===== config.mk =====
export PLATFORM = sky130hd
export DESIGN_NAME = reflet_timer
export DESIGN_NICKNAME = d
export VERILOG_FILES = /design/src/rtl/reflet_timer.sv
export SDC_FILE = /design/constraint.sdc
export NUM_CORES = 1
export LEC_CHECK = 0
export ABC_AREA = 0
export ABC_CLOCK_PERIOD_IN_PS = 3210
export BUFFER_PORTS_ARGS = -buffer_cell sky130_fd_sc_hd__buf_2
export CORE_ASPECT_RATIO = 0.75
export CORE_MARGIN = 2
export CORE_UTILIZATION = 45
export CTS_BUF_LIST = sky130_fd_sc_hd__clkbuf_4 sky130_fd_sc_hd__clkbuf_8
export DETAILED_ROUTE_END_ITERATION = 10
export PLACE_DENSITY = 0.64
export RECOVER_POWER = 100
export SYNTH_ARGS = -nofsm -noshare
export SYNTH_HDL_FRONTEND = slang
export SYNTH_SLANG_ARGS = --single-unit

===== constraint.sdc =====
create_clock -name clk -period 3.21 [get_ports clk]
set_clock_uncertainty 0.2 [all_clocks]
set_input_delay 0.963 -clock clk [delete_from_list [all_inputs] [get_ports clk]]
set_output_delay 0.963 -clock clk [all_outputs]
set_load 0.02 [all_outputs]

===== src/rtl/reflet_timer.sv =====
// reflet_timer: memory-mapped timer responder for reflet_cpu.
// Five word-aligned registers starting at base_addr: CTRL, PRESCALE,
// COMPARE, COUNT, STATUS. Reads are registered (one-cycle latency, like
// the ROM) and return zero when the responder is not addressed, so the
// read bus can be OR-ed with other responders. The interrupt is a level
// signal derived directly from the match flag and CTRL.irq_en.
//
// Bus protocol: there is no valid/ready handshake. A transfer is offered
// whenever enable is high and addr hits one of the five register
// addresses; the responder is always ready. A write takes effect on the
// edge where the transfer is offered with write_en high. Read data for
// the address presented in cycle N is on data_out during cycle N+1.
// With enable low, or with a misaligned/unmapped address, nothing is
// written and data_out is zero on the following cycle.
module reflet_timer #(
   parameter int                    wordsize  = 16,
   parameter logic [wordsize-1:0]   base_addr = 'hFF00
) (
   input  logic                clk,
   input  logic                reset,
   input  logic                enable,
   input  logic [wordsize-1:0] addr,
   input  logic [wordsize-1:0] data_in,
   input  logic                write_en,
   output logic [wordsize-1:0] data_out,
   output logic                interrupt
);

   localparam int BYTES = wordsize / 8;

   // Byte offsets of each register relative to base_addr.
   localparam logic [wordsize-1:0] OFF_CTRL     = wordsize'(0 * BYTES);
   localparam logic [wordsize-1:0] OFF_PRESCALE = wordsize'(1 * BYTES);
   localparam logic [wordsize-1:0] OFF_COMPARE  = wordsize'(2 * BYTES);
   localparam logic [wordsize-1:0] OFF_COUNT    = wordsize'(3 * BYTES);
   localparam logic [wordsize-1:0] OFF_STATUS   = wordsize'(4 * BYTES);

   // CTRL bit positions.
   localparam int CTRL_RUN  = 0;
   localparam int CTRL_AUTO = 1;
   localparam int CTRL_IRQ  = 2;

   // Architectural state.
   logic [2:0]          ctrl_q,     ctrl_d;
   logic [wordsize-1:0] prescale_q, prescale_d;
   logic [wordsize-1:0] compare_q,  compare_d;
   logic [wordsize-1:0] count_q,    count_d;
   logic [wordsize-1:0] pcnt_q,     pcnt_d;
   logic                flag_q,     flag_d;
   logic [wordsize-1:0] data_out_q, data_out_d;

   // Address decode and event signals.
   logic [wordsize-1:0] offset;
   logic                hit_ctrl;
   logic                hit_prescale;
   logic                hit_compare;
   logic                hit_count;
   logic                hit_status;
   logic                sel;
   logic                wr_ctrl;
   logic                wr_prescale;
   logic                wr_compare;
   logic                wr_count;
   logic                wr_status;
   logic                run;
   logic                tick;
   logic                match;

   // Decode: an exact offset match implies both alignment and range.
   always_comb begin
      offset       = addr - base_addr;
      hit_ctrl     = enable && (offset == OFF_CTRL);
      hit_prescale = enable && (offset == OFF_PRESCALE);
      hit_compare  = enable && (offset == OFF_COMPARE);
      hit_count    = enable && (offset == OFF_COUNT);
      hit_status   = enable && (offset == OFF_STATUS);
      sel          = hit_ctrl | hit_prescale | hit_compare | hit_count | hit_status;
      wr_ctrl      = hit_ctrl     && write_en;
      wr_prescale  = hit_prescale && write_en;
      wr_compare   = hit_compare  && write_en;
      wr_count     = hit_count    && write_en;
      wr_status    = hit_status   && write_en;
   end

   // Prescaler tick and compare-match detection for the current cycle.
   always_comb begin
      run   = ctrl_q[CTRL_RUN];
      tick  = run && (pcnt_q == prescale_q);
      match = tick && (count_q == compare_q);
   end

   // Prescale counter: restarts on a PRESCALE write, wraps on tick, holds when stopped.
   always_comb begin
      pcnt_d = pcnt_q;
      if (wr_prescale) begin
         pcnt_d = '0;
      end else if (run) begin
         if (tick) begin
            pcnt_d = '0;
         end else begin
            pcnt_d = pcnt_q + 1'b1;
         end
      end
   end

   // CTRL: software write beats the one-shot run clear on the same edge.
   always_comb begin
      ctrl_d = ctrl_q;
      if (wr_ctrl) begin
         ctrl_d = data_in[2:0];
      end else if (match && !ctrl_q[CTRL_AUTO]) begin
         ctrl_d[CTRL_RUN] = 1'b0;
      end
   end

   // PRESCALE and COMPARE are plain software-loaded registers.
   always_comb begin
      prescale_d = prescale_q;
      compare_d  = compare_q;
      if (wr_prescale) begin
         prescale_d = data_in;
      end
      if (wr_compare) begin
         compare_d = data_in;
      end
   end

   // COUNT: software write beats tick; on match reload to 0 or hold (one-shot).
   always_comb begin
      count_d = count_q;
      if (wr_count) begin
         count_d = data_in;
      end else if (tick) begin
         if (match) begin
            if (ctrl_q[CTRL_AUTO]) begin
               count_d = '0;
            end
         end else begin
            count_d = count_q + 1'b1;
         end
      end
   end

   // STATUS flag: a match sets it even if software clears it on the same edge.
   always_comb begin
      flag_d = flag_q;
      if (match) begin
         flag_d = 1'b1;
      end else if (wr_status && data_in[0]) begin
         flag_d = 1'b0;
      end
   end

   // Registered read mux; unselected reads return zero for OR-ing.
   always_comb begin
      data_out_d = '0;
      if (sel) begin
         if (hit_ctrl) begin
            data_out_d = {{(wordsize-3){1'b0}}, ctrl_q};
         end else if (hit_prescale) begin
            data_out_d = prescale_q;
         end else if (hit_compare) begin
            data_out_d = compare_q;
         end else if (hit_count) begin
            data_out_d = count_q;
         end else begin
            data_out_d = {{(wordsize-1){1'b0}}, flag_q};
         end
      end
   end

   // State registers with asynchronous active-low reset.
   always_ff @(posedge clk or negedge reset) begin
      if (!reset) begin
         ctrl_q     <= '0;
         prescale_q <= '0;
         compare_q  <= '0;
         count_q    <= '0;
         pcnt_q     <= '0;
         flag_q     <= 1'b0;
         data_out_q <= '0;
      end else begin
         ctrl_q     <= ctrl_d;
         prescale_q <= prescale_d;
         compare_q  <= compare_d;
         count_q    <= count_d;
         pcnt_q     <= pcnt_d;
         flag_q     <= flag_d;
         data_out_q <= data_out_d;
      end
   end

   assign data_out  = data_out_q;
   assign interrupt = flag_q && ctrl_q[CTRL_IRQ];

endmodule


======== Yosys cells after proc, flatten, opt, wreduce, memory -nomap -nowiden ========
Cells that the tools add are included.
W data, S select, Z words.
word-level totals
  register bits after elaboration ......... 84
  input bits .............................. 36
operators by class
  add/sub/neg operators ................... 3
  eq/ne operators ......................... 7
  muxes and demuxes ....................... 16
  bitwise logic cells ..................... 4
  reduce and logical (&&, ||, !) cells .... 22
operator list
  kind                      number
  $mux W16                  12
  $add A16 B1 Y16 const B   2
  $eq A16 B16 Y1            2
  $eq A16 B3 Y1 const B     2
  $eq A16 B2 Y1 const B     1
  $eq A16 B4 Y1 const B     1
  $logic_not A16 Y1         1
  $sub A16 B16 Y16 const B  1
  $logic_and A1 B1 Y1       15
  $reduce_bool A2 Y1        4
  $mux W1                   4
  $or A1 B1 Y1              4
  $ne A3 B3 Y1 const B      1
  $reduce_and A2 Y1         1
  $logic_not A1 Y1          1

======== Logic depth before layout (Yosys ltp) ========
  depth after elaboration ................. 8
  mapped depth ............................ 8
  gate-level depth less buffers ........... 7

======== Worst setup path before layout ========
OpenSTA, ideal clock, no wires.
  path type ............................... input to register
  start ................................... input addr[5]
  end ..................................... register compare_q[10]
  arrival ................................. 2,863 ps
  required time ........................... 2,885 ps
  path slack .............................. 22 ps
  stages .................................. 7
  buffers on the path ..................... 2
  cells stage by stage .................... or4_4 > or4_4 > nor2_2 > and3_1 > buf_6 > buf_12 > mux2_4
on the way
  longest elaborated chain between the ends .. 4
RTL lines
  item                  RTL line  RTL
  from (decl)           22        input logic [wordsize-1:0] addr,
  $sub A16 B16 Y16      71        offset = addr - base_addr;
  $eq A16 B3 Y1         74        hit_compare = enable && (offset == OFF_COMPARE);
  $logic_and A1 B1 Y1   74
  $logic_and A1 B1 Y1   80        wr_compare = hit_compare && write_en;
  to (signal assigned)  185       compare_q <= compare_d;
  to (decl)             46        logic [wordsize-1:0] compare_q, compare_d;
No other way between the ends.
A chain may end at the register's enable or synchronous reset.

======== Final worst setup path ========
  start ................................... input addr[5]
  end ..................................... register compare_q[2]
The elaborated chain is that of the path after synthesis.

==> metrics <==
number of maximum-capacitance constraint violations 1; launch point of the worst hold path prescale_q[14]; final RePlAce weighted congestion 0.876; number of distinct library cell variants in the gate-level netlist after synthesis 53; peak supply drop 0.243 mV; Boundary Pins 53; beginning of the worst register-to-register path pcnt_q[3]; Endpoint, Worst Hold prescale_q[14]; core footprint 10,300 um^2; die area 11,500 um^2; violated checks capacitance limit, slew limit; Hold Path Cell Cnt 2; share of flip-flops with an asynchronous set or reset after synthesis 1.00; number of antenna violations at the first check in global routing 0; max-slew violations 39; leakage power figure 2.50 nW; CTS Buffer Depth 2; number of H-tree levels 3; Wirelength per Cell 18.9 um; synth-to-layout area growth 12.0%; result of the run finished with violations; unrepaired setup endpoints after global routing no; top cells by area, synth dfrtp_1, xor2_1, nand2_1; synthesized cell area 4790 um^2; number of buffers created by CTS 9; worst-skew pair later-pin latency 370 ps; dominant cell type by area after synthesis dfrtp_1; worst reg-to-reg path cell count 6; master cell of the clock root buffer clkbuf_8; kind of critical path input pin to flop; DRC violation total after the first TritonRoute iteration 270; routed via count 3,955; endpoint arrival time on the critical path 3030 ps; number of placement rows 32; largest net degree at the start of global routing 47; count of antenna diodes in the layout 0; synthesized net count 517; Hold WC Path Type flop to flop; dominant register cell in the synthesized netlist dfrtp_1; Synth Register Bits 84; Sink Count 84; slew at the pin closest to its max-slew limit 2130 ps; number of nets with antenna violations after detailed routing 0; power density normalized to cell area 441 nW/um^2; total iterations of the first detailed-routing run 5; post-synthesis average cell area 10.0 um^2; DPL Wire Length 9270 um; final count of negative-setup-slack endpoints 0; Post-CTS Setup Repair Bufs 0; Initial Util 0.464; Yosys top cell area share 0.439; critical path launch point type input pin; vias in the first global route 4,050; clock tree from TritonCTS done; final count of hold timing violations 0; Critical Path Sink Type flop; instance count of the mapped netlist 479; internal reg-to-reg setup slack 510 ps; Resize count post-CTS 0; number of port buffers 52; fin area 5370 um^2; setup TNS 0 ps; post-detailed-routing wire length 12,700 um; hold buffer count at CTS 0; horizontal die dimension 123 um; maximum clock rate 0.335 GHz; synth cell count leaders dfrtp_1, nand2_1, nor2_1; instance area after placement 5270 um^2; required time of the critical path 3250 ps; ratio of cells with drive above 1 in the final layout 0.197; Critical Path Fanout Max 17; Worst slew margin -0.422; number of DRC violations after detailed routing 0; Tcrit/Tclk final 0.931; Post-synth EDFFs 0; vertical die dimension 93.4 um; global-route wire length before repair 21,300 um; clock period minus worst slack 2990 ps; portion of the post-synthesis area used by sequential elements 0.439; Final nets 572; most repeated cell in the gate-level netlist after synthesis dfrtp_1; Worst-path clk slew 90 ps; total global-route track usage 0.244; Vias/cell 5.86; total global routing overflow 0; Synth warnings 0; R2R Path End count_q[13]
[report_power, final]
part	internal [W]	switching [W]	leakage, nW
combinational	0.000190	0.000268	1.31
sequential	0.00112	0.0000875	1.09
clock	0.000317	0.000388	0.0892
[area by class of cell]
class	instances	area [um^2]
inverters	6	22.5
well taps	136	170
clock inverters	4	25.0
repair buffers	75	448
fillers	998	4960
clock buffers	12	153
flip-flops and latches	84	2100
multi-input cells	358	2450
[kinds of logic after synthesis]
family	after synthesis	synth area share
multiplexers	39	0.101
AND/OR/NAND/NOR	210	0.234
AO/OA/AOI/OAI	61	0.0956
adder cells (fa/ha/maj)	2	0.00522
XOR/XNOR	46	0.0841
flip-flops	84	0.439
buffers and inverters	37	0.0410
[state kept, by name, indices dropped and copies added (netlist names)]
signal / count
compare_q: 16
count_q: 16
ctrl_q: 3
data_out: 16
flag_q: 1
pcnt_q: 16
prescale_q: 16
[layout by cell type (no fill, tap or decap), types with 3 or more instances in the layout]
cell type and count:
nor4_1 4, a32oi_1 9, clkbuf_1 20, a21oi_1 6, o21ai_0 7, nand2_1 78
or2_2 3, dfrtp_1 84, nor4_4 5, xor2_1 38, and3_1 15, buf_12 4
nor2b_1 3, and2_1 6, inv_1 6, nor2_1 42, mux2i_1 6, buf_2 34
nor3_1 5, o211ai_1 6, nand4_1 11, and4_1 4, a22oi_1 23, nand3_1 19
or4_1 4, mux2_2 23, mux2_1 8, xnor2_1 8, buf_4 15, clkbuf_8 10
[critical path, cell delays in order]
cell,delay [ps]
buf_2,90
or4_1,580
or4_1,540
nor2_1,130
and3_1,210
buf_12,160
mux2_2,340
[metal layers]
metal | share of wire | track usage | vias up
met3 | 0.051 | 0.0518 | 27
met1 | 0.48 | 0.339 | 1978
li1 | - | - | 1816
met5 | 0 | 0 | -
met4 | 0.025 | 0.0890 | 0
met2 | 0.44 | 0.376 | 134
[metrics by stage]
step                total power [W]  hold slack, ps  worst slack (ps)  instances  utilization
global route                0.00250             353               103        675        0.520
finish                      0.00237             322               222        675        0.520
detailed placement          0.00168             307              -106        659        0.511
global placement            0.00166             304             -73.7        659        0.511
CTS                         0.00239             326               296        675        0.528
floorplan                   0.00151             276              21.7        479            -
[worst max-delay path by stage]
stage                       start  slack (ps)            end  cells past startpoint
after floorplan           addr[5]          20  compare_q[10]                      7
after global placement    addr[5]         -70  compare_q[15]                      7
after detailed placement  addr[5]        -110   compare_q[6]                      7
after CTS                 addr[5]         300   compare_q[2]                      7
after global routing      addr[5]         100     count_q[6]                      9
final                     addr[5]         220   compare_q[2]                      7
Note: power is estimated with default switching activity, not from simulation.
